==> src/rtl/i2c_txn_arbiter.sv <==
// Round-robin arbiter that shares one byte-oriented I2C master between N_REQ clients.
// Define I2C_TIMEOUT_EN to add a command-to-response watchdog that aborts stalled transactions.
module i2c_txn_arbiter #(
    parameter int N_REQ       = 4,
    parameter int TIMEOUT_CYC = 200000
) (
    input  logic               clk,
    input  logic               rst,
    input  logic [N_REQ-1:0]   req_valid,
    input  logic [N_REQ-1:0]   req_rnw,
    input  logic [7*N_REQ-1:0] req_addr,
    input  logic [8*N_REQ-1:0] req_reg,
    input  logic [8*N_REQ-1:0] req_wdata,
    output logic [N_REQ-1:0]   grant,
    output logic [N_REQ-1:0]   req_done,
    output logic [7:0]         rsp_rdata,
    output logic               rsp_err,
    output logic               m_cmd_valid,
    input  logic               m_cmd_ready,
    output logic               m_cmd_rnw,
    output logic [6:0]         m_cmd_addr,
    output logic [7:0]         m_cmd_reg,
    output logic [7:0]         m_cmd_wdata,
    input  logic               m_rsp_valid,
    input  logic [7:0]         m_rsp_rdata,
    input  logic               m_rsp_nack,
    output logic               m_abort
);
    localparam int IDX_W = (N_REQ > 1) ? $clog2(N_REQ) : 1;

    typedef enum logic [1:0] {IDLE, ISSUE, WAIT, DONE} state_t;

    state_t           state;
    logic [IDX_W-1:0] ptr;
    logic [IDX_W-1:0] owner;
    logic [IDX_W-1:0] pick;
    logic             pick_found;
    logic [IDX_W:0]   cand;

    // First requester at or after ptr, wrapping modulo N_REQ.
    always_comb begin
        pick       = '0;
        pick_found = 1'b0;
        cand       = '0;
        for (int k = 0; k < N_REQ; k++) begin
            cand = {1'b0, ptr} + (IDX_W+1)'(k);
            if (cand >= (IDX_W+1)'(N_REQ)) begin
                cand = cand - (IDX_W+1)'(N_REQ);
            end
            if (!pick_found && req_valid[cand[IDX_W-1:0]]) begin
                pick_found = 1'b1;
                pick       = cand[IDX_W-1:0];
            end
        end
    end

`ifdef I2C_TIMEOUT_EN
    localparam int CNT_W = $clog2(TIMEOUT_CYC + 1);

    logic [CNT_W-1:0] tmo_cnt;
    logic             tmo_hit;

    // Asserted on the edge where the counter would reach TIMEOUT_CYC.
    assign tmo_hit = (tmo_cnt == CNT_W'(TIMEOUT_CYC - 1));
`else
    logic unused_timeout;

    assign unused_timeout = (TIMEOUT_CYC > 0);
    assign m_abort        = 1'b0;
`endif

    always_ff @(posedge clk) begin
        if (rst) begin
            state       <= IDLE;
            ptr         <= '0;
            owner       <= '0;
            grant       <= '0;
            req_done    <= '0;
            rsp_rdata   <= '0;
            rsp_err     <= 1'b0;
            m_cmd_valid <= 1'b0;
            m_cmd_rnw   <= 1'b0;
            m_cmd_addr  <= '0;
            m_cmd_reg   <= '0;
            m_cmd_wdata <= '0;
`ifdef I2C_TIMEOUT_EN
            tmo_cnt     <= '0;
            m_abort     <= 1'b0;
`endif
        end else begin
`ifdef I2C_TIMEOUT_EN
            m_abort <= 1'b0;
            if (state == ISSUE || state == WAIT) begin
                tmo_cnt <= tmo_cnt + CNT_W'(1);
            end
`endif
            case (state)
                IDLE: begin
                    if (pick_found) begin
                        owner       <= pick;
                        grant       <= '0;
                        grant[pick] <= 1'b1;
                        m_cmd_valid <= 1'b1;
                        m_cmd_rnw   <= req_rnw[pick];
                        m_cmd_addr  <= req_addr[7*pick +: 7];
                        m_cmd_reg   <= req_reg[8*pick +: 8];
                        m_cmd_wdata <= req_wdata[8*pick +: 8];
                        state       <= ISSUE;
`ifdef I2C_TIMEOUT_EN
                        tmo_cnt     <= '0;
`endif
                    end
                end
                ISSUE: begin
`ifdef I2C_TIMEOUT_EN
                    if (tmo_hit) begin
                        m_cmd_valid     <= 1'b0;
                        m_abort         <= 1'b1;
                        rsp_rdata       <= 8'h00;
                        rsp_err         <= 1'b1;
                        req_done[owner] <= 1'b1;
                        state           <= DONE;
                    end else
`endif
                    if (m_cmd_ready) begin
                        m_cmd_valid <= 1'b0;
                        state       <= WAIT;
                    end
                end
                WAIT: begin
                    // A response landing on the timeout edge still completes normally.
                    if (m_rsp_valid) begin
                        rsp_rdata       <= m_cmd_rnw ? m_rsp_rdata : 8'h00;
                        rsp_err         <= m_rsp_nack;
                        req_done[owner] <= 1'b1;
                        state           <= DONE;
                    end
`ifdef I2C_TIMEOUT_EN
                    else if (tmo_hit) begin
                        m_abort         <= 1'b1;
                        rsp_rdata       <= 8'h00;
                        rsp_err         <= 1'b1;
                        req_done[owner] <= 1'b1;
                        state           <= DONE;
                    end
`endif
                end
                default: begin
                    grant    <= '0;
                    req_done <= '0;
                    ptr      <= (owner == IDX_W'(N_REQ - 1)) ? '0 : owner + IDX_W'(1);
                    state    <= IDLE;
                end
            endcase
        end
    end
endmodule

==> config.mk <==
export PLATFORM = sky130hd
export DESIGN_NAME = i2c_txn_arbiter
export DESIGN_NICKNAME = d
export VERILOG_FILES = /design/src/rtl/i2c_txn_arbiter.sv
export SDC_FILE = /design/constraint.sdc
export NUM_CORES = 1
export LEC_CHECK = 0
export CORE_MARGIN = 2
export CORE_UTILIZATION = 41
export DETAILED_ROUTE_END_ITERATION = 10
export PLACE_DENSITY = 0.94
export RECOVER_POWER = 50
export SLEW_MARGIN = 30
export SYNTH_ARGS = -nofsm -noshare
export SYNTH_HDL_FRONTEND = slang
export SYNTH_SLANG_ARGS = --single-unit
==> constraint.sdc <==
create_clock -name clk -period 2.6 [get_ports clk]
set_input_delay 0.26 -clock clk [delete_from_list [all_inputs] [get_ports clk]]
set_output_delay 0.26 -clock clk [all_outputs]
set_load 0.02 [all_outputs]
==> results of run 1 <==
-- synth_stat cells (all sizes together) --
cell type and n:
nand3 50, a211o 1, a22oi 4, a21oi 19
nor4 1, ha 8, a21boi 3, nand3b 6
and2 1, nor3 3, a21o 1, o211a 1
nor2 44, nand2b 3, nor2b 6, nand2 19
mux2i 3, or2 1, a211oi 3, clkbuf 12
a221oi 22, o21a 1, inv 6, a31oi 1
buf 19, o21ai 5, a32oi 1, conb 1
nor3b 1, dfxtp 48, a311oi 27
-- power groups by stage --
stage	clock network, mW	registers, mW	logic [mW]
finish	0.532	1.09	1.88
global route	0.569	1.12	2.03
CTS	0.540	1.10	1.92
detailed placement	0	1.11	1.91
global placement	0	1.09	1.85
floorplan	0	1.30	0.942
-- kinds of logic (layout without fill, tap and decap cells) --
| kind of cell | after synthesis | in the layout |
|---|---|---|
| buf+inv | 37 | 177 |
| fa+ha+maj | 8 | 8 |
| simple gates | 135 | 135 |
| other cells | 1 | 1 |
| flops | 48 | 48 |
| mux | 3 | 3 |
| compound gates | 89 | 89 |
-- per-layer routing --
metal | global-route usage | wire (um) | vias to the layer above
met1 | 0.2868 | 3521 | 1478
met2 | 0.4582 | 4717 | 174
met3 | 0.04550 | 723 | 22
met5 | 0 | 0 | -
li1 | - | - | 1476
met4 | 0.1056 | 265 | 0
-- per-stage QoR --
step / setup TNS (ps) / hold slack, ps
final: 0 / 391.2
after floorplan: 0 / 396.0
after global placement: 0 / 437.7
after global routing: 0 / 401.0
after detailed placement: -32.21 / 443.9
after CTS: 0 / 378.4
-- critical path, delay by kind of cell --
family	cells	cell delay (ps)
buffers and inverters	2	740
AO/OA/AOI/OAI	4	1360
-- worst max-delay path by stage --
stage / end / cells after the start
finish: m_cmd_reg[3] / 6
global route: m_cmd_reg[3] / 6
CTS: m_cmd_reg[3] / 5
detailed placement: m_cmd_reg[3] / 5
global placement: m_cmd_reg[5] / 5
floorplan: m_cmd_reg[0] / 8
-- layout make-up --
cell class                      instances  share of cell area
Tap cell                               77             0.02248
Clock inverter                          2            0.008173
Clock buffer                            6             0.01693
Sequential cell                        48              0.2242
Inverter                                6            0.005254
Multi-Input combinational cell        236              0.3488
Timing Repair Buffer                  163              0.3742
==> results.txt, run 1 <==
----------------------------------------------------
[Layout]
  Layout Utilization ... 0.6829
  Area of all placed cells without fillers ... about 4300 um2
  FF+latch area ... 960.9 um2
  Non-Filler Instances ... 538
  Area of the multi-input gates ... 1495 um2
  Number of fillers in the final layout ... 520
  Most frequent standard cell in the layout excluding fill and tap cells ... sky130_fd_sc_hd__clkdlybuf4s50_1
  Final layout net count ... 581
  Commonest cells after routing, fill and taps aside ... sky130_fd_sc_hd__clkdlybuf4s50_1, sky130_fd_sc_hd__nand3_1, sky130_fd_sc_hd__dfxtp_1
  Ant. Diodes ... 0
  Fraction of final layout cells sized beyond drive strength 1 ... 0.05206
  Area growth from synthesis to layout ... 63.38%

[Hold path]
  Worst hold start ... rst
  Hold-critical path endpoint ... ptr[1]
  Hold crit path type ... primary input to register
  Number of cells traversed by the worst hold path ... 2

[Floorplanning]
  I/O Pins ... 156
  Floorplan die area ... 7055 um2
  Die X ... 84.00 um
  Die Y ... 84.00 um
  Floorplan Core Area ... roughly 6300 um2
  Starting utilization of the core area ... 0.4180
  Count of standard-cell rows ... 29

[Yosys]
  Count of cell types in the netlist ... 36
  Adder and majority cell fraction of the synthesized area ... 0.03815
  Post-Syn Nets ... around 440
  Leading area contributor after synthesis ... sky130_fd_sc_hd__dfxtp_1
  Proportion of synthesized chip area in sequential cells ... 0.3662
  Cell count after synthesis ... between 300 and 400
  Cell area after synthesis ... 2624 um2
  Yosys top cell area share ... 0.3662
  Largest cells by area after synthesis ... sky130_fd_sc_hd__dfxtp_1, sky130_fd_sc_hd__nand3_1, sky130_fd_sc_hd__a311oi_1, sky130_fd_sc_hd__a221oi_1, sky130_fd_sc_hd__nor2_1
  Share of the synthesized netlist area taken by xor and xnor gates ... 0
  Simple-gate area share of the yosys netlist ... 0.2485
  Synth Area in Compound Gates ... 0.2604
  Combinational family with the most area after synthesis ... compound AO/OA/AOI/OAI gates
  Synthesis Warnings ... 0
  Number of flip-flops and latches in the synthesized netlist ... 48
  Multiplexer share of the synthesized area ... 0.01144
  Syn Area/Cell ... 8.174 um2

[Detailed routing]
  Total wire length ... 9227 um
  1st-pass router iterations ... 4
  Number of vias after detailed routing ... roughly 3,200
  Initial DRC count ... ~170
  Ratio of routed vias to standard cells ... 5.855
  Antenna Nets Post-Route ... 0
  Number of design rule violations left after detail routing ... 0
  WL/cell ... 17.15 um

[STA]
  Max frequency ... 459.0 MHz
  Transition at the pin with the smallest max-transition slack ... 792.8 ps
  Time the worst path needs with I/O delays and setup ... 2179 ps
  Relative slew slack ... 0.4715
  Worst setup skew after layout ... 10.73 ps
  # setup viols final ... 0
  Final setup slack of the worst path ... 421.5 ps
  Unrepaired setup endpoints after global routing ... false
  Period utilisation layout ... 0.8379
  Pins Over Slew Limit ... 0
  Final count of hold timing violations ... 0

[Worst setup path]
  CP max-delay cell ... sky130_fd_sc_hd__o211a_1
  Startpoint of the worst-slack reg-to-reg timing path ... ptr[1]
  Largest driver fanout on the critical path ... 22
  Crit path arrival time ... 2360 ps
  Startpoint of the most critical setup path ... req_valid[0]
  Required time of the critical path ... about 2800 ps
  Reg-to-Reg End ... m_cmd_reg[3]
  Delay contributed by the slowest stage of the critical path ... 700 ps
  Type of element capturing the critical path ... register
  CP Class ... primary input to register
  Flop2flop setup slack ... around 540 ps
  Kind of start point of the critical path ... primary input
  Crit-path cells ... clkdlybuf4s50_1 > buf_4 > o21ai_0 > o211a_1 > a221oi_1 > a311oi_1
  Register-to-Register Path Depth ... 5

[CTS]
  Number of gates resized after cts ... 0
  Count of hold buffers inserted by post-cts repair ... 0
  Latest clock arrival within the worst-skew pair ... ~290 ps
  Inserted Clock Buffers ... 5
  Clock tree root driver cell ... sky130_fd_sc_hd__clkbuf_8
  Clock transition at the registers of the reported paths ... around 90 ps
  CTS tree ... done
  TritonCTS sink count ... 48
  Max Buffers Root-to-Sink ... 2
  Total number of H-tree levels ... 2
  Number of buffers inserted by post-CTS setup repair ... 0

[Pwr]
  Power density cells ... about 820 nW/um2
  Switching share of power ... 0.4107
  PnR Total Power ... 3.500 mW
  Worst IR drop on VDD ... 401.6 uV
  Fraction of power consumed by sequential logic ... 0.312
  Leakage power total ... 1.602 nW
  Combinational fraction of design power ... 0.536
  Switching power total ... 1.437 mW
  Clk pwr share ... 0.152
  Internal portion of total power ... 2.063 mW

[Global route]
  Combined global-route utilization of all metal layers ... 0.2518
  Initial antenna violation count ... 0
  Vias in the first global route ... 3,136
  Maximum number of pins on one net before global-route repair ... 27
  Leftover overflow at the end of global routing ... 0
  Global-route wire length before repair ... 14,460 um

[Placed design]
  Total placed instance area ... 4172 um2
  Port Buf Inserts ... 154
  Number of placed instances, taps included ... 530
  Final GP Congestion ... roughly 0.84
  Post-DP HPWL ... 6848 um
  Placement-stage worst setup slack ... -32.21 ps

[Flow run]
  Max_cap viols ... 0

[Run status]
  Status ... finished clean

----------------------------------------------------
(Power assumes the default switching activity.)
==> run 2, diff against run 1 <==
CORE_UTILIZATION = 34   (was 41)
PLACE_DENSITY = 0.84   (was 0.94)
clock period = 1.9 ns   (was 2.6 ns; I/O delays follow)
==> results.txt, run 2 (synthesized netlist as in run 1, its figures left out) <==
----------------------------------------------------
[Global route]
  Global-route wire length before repair ... 14,080 um (was 14,460 um)
  Initial antenna violation count ... 0 (unchanged)
  Combined global-route utilization of all metal layers ... 0.2083 (was 0.2518)
  Vias in the first global route ... 3,090 (was 3,136)
  Maximum number of pins on one net before global-route repair ... 39 (was 27)
  Leftover overflow at the end of global routing ... 0 (unchanged)

[Layout]
  Number of fillers in the final layout ... 681 (was 520)
  Fraction of final layout cells sized beyond drive strength 1 ... 0.08996 (was 0.05206)
  Ant. Diodes ... 0 (unchanged)
  Final layout net count ... 598 (was 581)
  Layout Utilization ... 0.5954 (was 0.6829)
  Area growth from synthesis to layout ... 72.63% (was 63.38%)
  Most frequent standard cell in the layout excluding fill and tap cells ... sky130_fd_sc_hd__clkdlybuf4s50_1 (unchanged)
  Commonest cells after routing, fill and taps aside ... sky130_fd_sc_hd__clkdlybuf4s50_1, sky130_fd_sc_hd__nand3_1, sky130_fd_sc_hd__dfxtp_1 (unchanged)

[CTS]
  CTS tree ... done (unchanged)
  Clock tree root driver cell ... sky130_fd_sc_hd__clkbuf_8 (unchanged)
  Inserted Clock Buffers ... 5 (unchanged)
  Total number of H-tree levels ... 2 (unchanged)
  Max Buffers Root-to-Sink ... 2 (unchanged)
  Clock transition at the registers of the reported paths ... 90 ps (about the same)
  Count of hold buffers inserted by post-cts repair ... 0 (unchanged)
  Latest clock arrival within the worst-skew pair ... 300 ps (was 290 ps)
  TritonCTS sink count ... 48 (unchanged)

[Floorplanning]
  Floorplan Core Area ... 7607 um2 (was 6277 um2)
  Floorplan die area ... 8436 um2 (was 7055 um2)
  I/O Pins ... 156 (unchanged)
  Count of standard-cell rows ... 32 (was 29)
  Starting utilization of the core area ... 0.3449 (was 0.4180)
  Die Y ... 91.85 um (was 84.00 um)
  Die X ... 91.85 um (was 84.00 um)

[Worst setup path]
  CP Class ... primary input to register (unchanged)
  Kind of start point of the critical path ... primary input (unchanged)
  Crit path arrival time ... 1970 ps (was 2360 ps)
  Type of element capturing the critical path ... register (unchanged)
  Required time of the critical path ... 2100 ps (was 2780 ps)
  Largest driver fanout on the critical path ... 38 (was 22)

[Placed design]
  Placement-stage worst setup slack ... -223.9 ps (was -32.21 ps)
  Port Buf Inserts ... 154 (unchanged)
  Final GP Congestion ... 0.8037 (was 0.8428)
  Post-DP HPWL ... 6864 um (was 6848 um)

[Pwr]
  Clk pwr share ... 0.148 (was 0.152)
  Worst IR drop on VDD ... 481.5 uV (was 401.6 uV)
  Leakage power total ... 1.724 nW (was 1.602 nW)
  Power density cells ... 1091 nW/um2 (was 816.5 nW/um2)
  Switching share of power ... 0.3987 (was 0.4107)
  Fraction of power consumed by sequential logic ... 0.296 (was 0.312)
  Internal portion of total power ... 2.970 mW (was 2.063 mW)
  Switching power total ... 1.969 mW (was 1.437 mW)
  Combinational fraction of design power ... 0.556 (was 0.536)

[Detailed routing]
  Number of vias after detailed routing ... 3,158 (was 3,150)
  1st-pass router iterations ... 5 (was 4)
  Total wire length ... 9109 um (was 9227 um)
  WL/cell ... 15.71 um (was 17.15 um)
  Initial DRC count ... 110 (was 166)
  Number of design rule violations left after detail routing ... 0 (unchanged)
  Ratio of routed vias to standard cells ... 5.445 (was 5.855)
  Antenna Nets Post-Route ... 0 (unchanged)

[STA]
  Time the worst path needs with I/O delays and setup ... 1767 ps
  Worst setup skew after layout ... 6.384 ps (was 10.73 ps)
  Pins Over Slew Limit ... 0 (unchanged)
  Unrepaired setup endpoints after global routing ... false (unchanged)
  Final setup slack of the worst path ... 132.9 ps (was 421.5 ps)
  Max frequency ... between 500 and 600 MHz
  Period utilisation layout ... 0.9301
  Final count of hold timing violations ... 0 (unchanged)
  # setup viols final ... 0 (unchanged)

[Flow run]
  Max_cap viols ... 0 (unchanged)

[Run status]
  Status ... finished clean (unchanged)

[Hold path]
  Hold crit path type ... primary input to register (unchanged)

----------------------------------------------------
run 2: changes by cell type in the layout (fill, tap and decap cells not counted), sizes merged:
cell / change
buf: +17
clkdlybuf4s50: -2
dlymetal6s2s: +2
run 2: path summary, 6_finish.rpt:
check | from | slack (ps) | endpoint | cells after the start
worst min-delay path | rst | 300 | grant[1] | 2
worst min register to register | rsp_rdata[3] | 460 | rsp_rdata[3] | 2
worst max-delay path | req_valid[2] | 130 | m_cmd_wdata[4] | 7
worst max register to register | ptr[1] | 150 | m_cmd_wdata[4] | 6
run 2: power by group through the flow:
stage	combinational [mW]	clock (mW)	sequential (mW)
2_1_floorplan	1.29	0	1.78
3_3_place_gp	2.75	0	1.48
3_5_place_dp	2.82	0	1.50
4_1_cts	2.83	0.752	1.47
5_1_grt	2.99	0.813	1.49
6_report	2.75	0.733	1.46
run 2: metal layers:
metal | vias to the layer above | wire [um] | track usage
met4 | 0 | 191 | 0.07836
met5 | - | 0 | 0
li1 | 1508 | - | -
met2 | 141 | 4700 | 0.3922
met3 | 21 | 853 | 0.06984
met1 | 1488 | 3364 | 0.2112
run 2: layout make-up:
cell class / instances / area (um2) / share of cell area
clock buffer: 6 / 72.57 / 0.01602
clock inverter: 2 / 35.03 / 0.007735
inverter: 6 / 22.52 / 0.004972
multi-input combinational: 236 / 1485 / 0.3279
sequential: 48 / 962.2 / 0.2124
tap: 102 / 127.6 / 0.02818
timing repair buffer: 180 / 1824 / 0.4028
run 2: timing repair:
item | CTS | global route
endpoints found under the setup margin | 0 | 24
gates resized for setup | 0 | 4
buffers inserted | 0 | 0
run 2: stage by stage:
step	cells	TNS (ps)	hold WS [ps]	instance area (um2)	power, mW
final	580	0	304.1	4529	4.939
after detailed placement	572	-4489	450.9	4413	4.311
after floorplan	321	0	326.0	2624	3.065
after CTS	580	0	294.1	4521	5.057
after global routing	580	0	308.0	4529	5.296
after global placement	572	-1995	438.5	4413	4.227
run 2: worst max-delay path, stage by stage:
cell and delay [ps]:
sky130_fd_sc_hd__clkdlybuf4s50_1 590, sky130_fd_sc_hd__nor2b_2 230, sky130_fd_sc_hd__a211oi_2 110, sky130_fd_sc_hd__nor2_4 210, sky130_fd_sc_hd__buf_12 230, sky130_fd_sc_hd__nand3_1 100, sky130_fd_sc_hd__a311oi_1 300
==> run 3, diff against run 2 <==
CELL_PAD_IN_SITES_DETAIL_PLACEMENT = 1   (was unset)
CELL_PAD_IN_SITES_GLOBAL_PLACEMENT = 1   (was unset)
CORE_UTILIZATION = 23   (was 34)
HOLD_SLACK_MARGIN = 0.05   (was unset)
PLACE_DENSITY = 0.83   (was 0.84)
==> results.txt, run 3 (synthesized netlist as in run 1, its figures left out) <==
----------------------------------------------------
[Run status]
  Status ... finished clean (unchanged)

[Layout]
  Area of all placed cells without fillers ... 4642 um2 (was 4529 um2)
  FF+latch area ... 962.2 um2 (unchanged)
  Number of fillers in the final layout ... 1,332 (was 681)
  Ant. Diodes ... 0 (unchanged)
  Final layout net count ... 597 (was 598)
  Most frequent standard cell in the layout excluding fill and tap cells ... sky130_fd_sc_hd__clkdlybuf4s50_1 (unchanged)
  Area of the multi-input gates ... 1486 um2 (was 1485 um2)
  Layout Utilization ... 0.4118 (was 0.5954)
  Non-Filler Instances ... 620 (was 580)
  Fraction of final layout cells sized beyond drive strength 1 ... 0.09015 (was 0.08996)
  Area growth from synthesis to layout ... 76.92% (was 72.63%)
  Commonest cells after routing, fill and taps aside ... sky130_fd_sc_hd__clkdlybuf4s50_1, sky130_fd_sc_hd__nand3_1, sky130_fd_sc_hd__dfxtp_1 (unchanged)

[Detailed routing]
  Number of design rule violations left after detail routing ... 0 (unchanged)
  Number of vias after detailed routing ... 3,148 (was 3,158)
  Initial DRC count ... 190 (was 110)
  Total wire length ... 10,490 um (was 9109 um)
  1st-pass router iterations ... 5 (unchanged)
  Antenna Nets Post-Route ... 0 (unchanged)
  WL/cell ... 16.91 um (was 15.71 um)
  Ratio of routed vias to standard cells ... 5.077 (was 5.445)

[CTS]
  CTS tree ... done (unchanged)
  Count of hold buffers inserted by post-cts repair ... 0 (unchanged)
  Inserted Clock Buffers ... 5 (unchanged)
  Latest clock arrival within the worst-skew pair ... 280 ps (was 300 ps)
  Clock transition at the registers of the reported paths ... 70 ps (was 90 ps)
  Clock tree root driver cell ... sky130_fd_sc_hd__clkbuf_16 (was sky130_fd_sc_hd__clkbuf_8)
  Max Buffers Root-to-Sink ... 2 (unchanged)
  TritonCTS sink count ... 48 (unchanged)
  Number of buffers inserted by post-CTS setup repair ... 0 (unchanged)
  Total number of H-tree levels ... 2 (unchanged)

[STA]
  # setup viols final ... 0 (unchanged)
  Relative slew slack ... 0.6661
  Unrepaired setup endpoints after global routing ... false (unchanged)
  Total Negative Setup Slacks ... 0 ps (unchanged)
  Transition at the pin with the smallest max-transition slack ... 500.8 ps
  Pins Over Slew Limit ... 0 (unchanged)
  Final count of hold timing violations ... 0 (unchanged)
  Worst setup skew after layout ... 6.406 ps (was 6.384 ps)
  Max frequency ... 553.9 MHz (was 565.9 MHz)
  Worst hold margin ... 346.6 ps (was 304.1 ps)
  Period utilisation layout ... 0.9503 (was 0.9301)
  Time the worst path needs with I/O delays and setup ... 1806 ps (was 1767 ps)
  Final setup slack of the worst path ... 94.46 ps (was 132.9 ps)

[Placed design]
  Final GP Congestion ... 0.8072 (was 0.8037)
  Total placed instance area ... 4457 um2 (was 4413 um2)
  Number of placed instances, taps included ... 612 (was 572)
  Placement-stage worst setup slack ... -191.0 ps (was -223.9 ps)
  Port Buf Inserts ... 154 (unchanged)
  Post-DP HPWL ... 8115 um (was 6864 um)

[Floorplanning]
  Starting utilization of the core area ... 0.2328 (was 0.3449)
  Die Y ... 110.8 um (was 91.85 um)
  Count of standard-cell rows ... 39 (was 32)
  Floorplan die area ... 12,280 um2 (was 8436 um2)
  Die X ... 110.8 um (was 91.85 um)
  I/O Pins ... 156 (unchanged)
  Floorplan Core Area ... 11,270 um2 (was 7607 um2)

[Hold path]
  Hold crit path type ... primary input to register (unchanged)

[Worst setup path]
  Type of element capturing the critical path ... register (unchanged)
  Required time of the critical path ... 2090 ps (was 2100 ps)
  Crit path arrival time ... 1990 ps (was 1970 ps)
  Largest driver fanout on the critical path ... 26 (was 38)
  Kind of start point of the critical path ... primary input (unchanged)
  Flop2flop setup slack ... 170 ps (was 150 ps)
  CP Class ... primary input to register (unchanged)

[Global route]
  Initial antenna violation count ... 0 (unchanged)
  Leftover overflow at the end of global routing ... 0 (unchanged)
  Global-route wire length before repair ... 16,430 um (was 14,080 um)
  Vias in the first global route ... 3,278 (was 3,090)
  Maximum number of pins on one net before global-route repair ... 30 (was 39)
  Combined global-route utilization of all metal layers ... 0.1636 (was 0.2083)

[Pwr]
  Worst IR drop on VDD ... 419.2 uV (was 481.5 uV)
  Power density cells ... 1145 nW/um2 (was 1091 nW/um2)
  PnR Total Power ... 5.313 mW (was 4.939 mW)
  Leakage power total ... 1.746 nW (was 1.724 nW)

[Flow run]
  Max_cap viols ... 0 (unchanged)

----------------------------------------------------
==> run 3: final cells by class <==
| type | instances | area share |
|---|---|---|
| clock buffer | 6 | 0.02992 |
| clock inverter | 2 | 0.008356 |
| inverter | 6 | 0.004852 |
| multi-input combinational | 236 | 0.3202 |
| sequential | 48 | 0.2073 |
| tap | 143 | 0.03854 |
| timing repair buffer | 179 | 0.3908 |
==> run 3: worst paths after layout <==
check	depth (start not counted)	endpoint	from
hold reg to reg	2	rsp_rdata[2]	rsp_rdata[2]
hold / removal	2	m_cmd_valid	rst
setup reg to reg	6	m_cmd_reg[7]	state[0]
setup / recovery	7	m_cmd_reg[0]	req_valid[1]
==> run 3: critical path: stages <==
cell                              delay (ps)
sky130_fd_sc_hd__clkdlybuf4s50_1         670
sky130_fd_sc_hd__nor2b_1                 120
sky130_fd_sc_hd__a211oi_2                300
sky130_fd_sc_hd__nor2_4                  110
sky130_fd_sc_hd__buf_12                  170
sky130_fd_sc_hd__nand3b_1                150
sky130_fd_sc_hd__a311oi_1                280
==> run 3: per-layer routing <==
| metal | up-vias | wire [um] | global-route usage |
|---|---|---|---|
| met5 | - | 0 | 0 |
| met4 | 0 | 111 | 0.02750 |
| met3 | 10 | 809 | 0.04811 |
| met2 | 120 | 5552 | 0.3194 |
| met1 | 1508 | 4010 | 0.1745 |
| li1 | 1510 | - | - |
==> run 3: what timing repair did <==
item                                   4_1_cts  5_1_grt
gates resized for setup                      0        3
setup endpoints to repair                    0        4
endpoints found under the hold margin        0        0
==> run 3: where the power goes <==
part           internal [mW]  leakage (nW)  total (mW)  switching [mW]
sequential              1.30         0.395        1.49           0.190
clock                  0.659        0.0871        1.04           0.380
combinational           1.29          1.26        2.79            1.50
total                   3.25          1.75        5.31            2.07
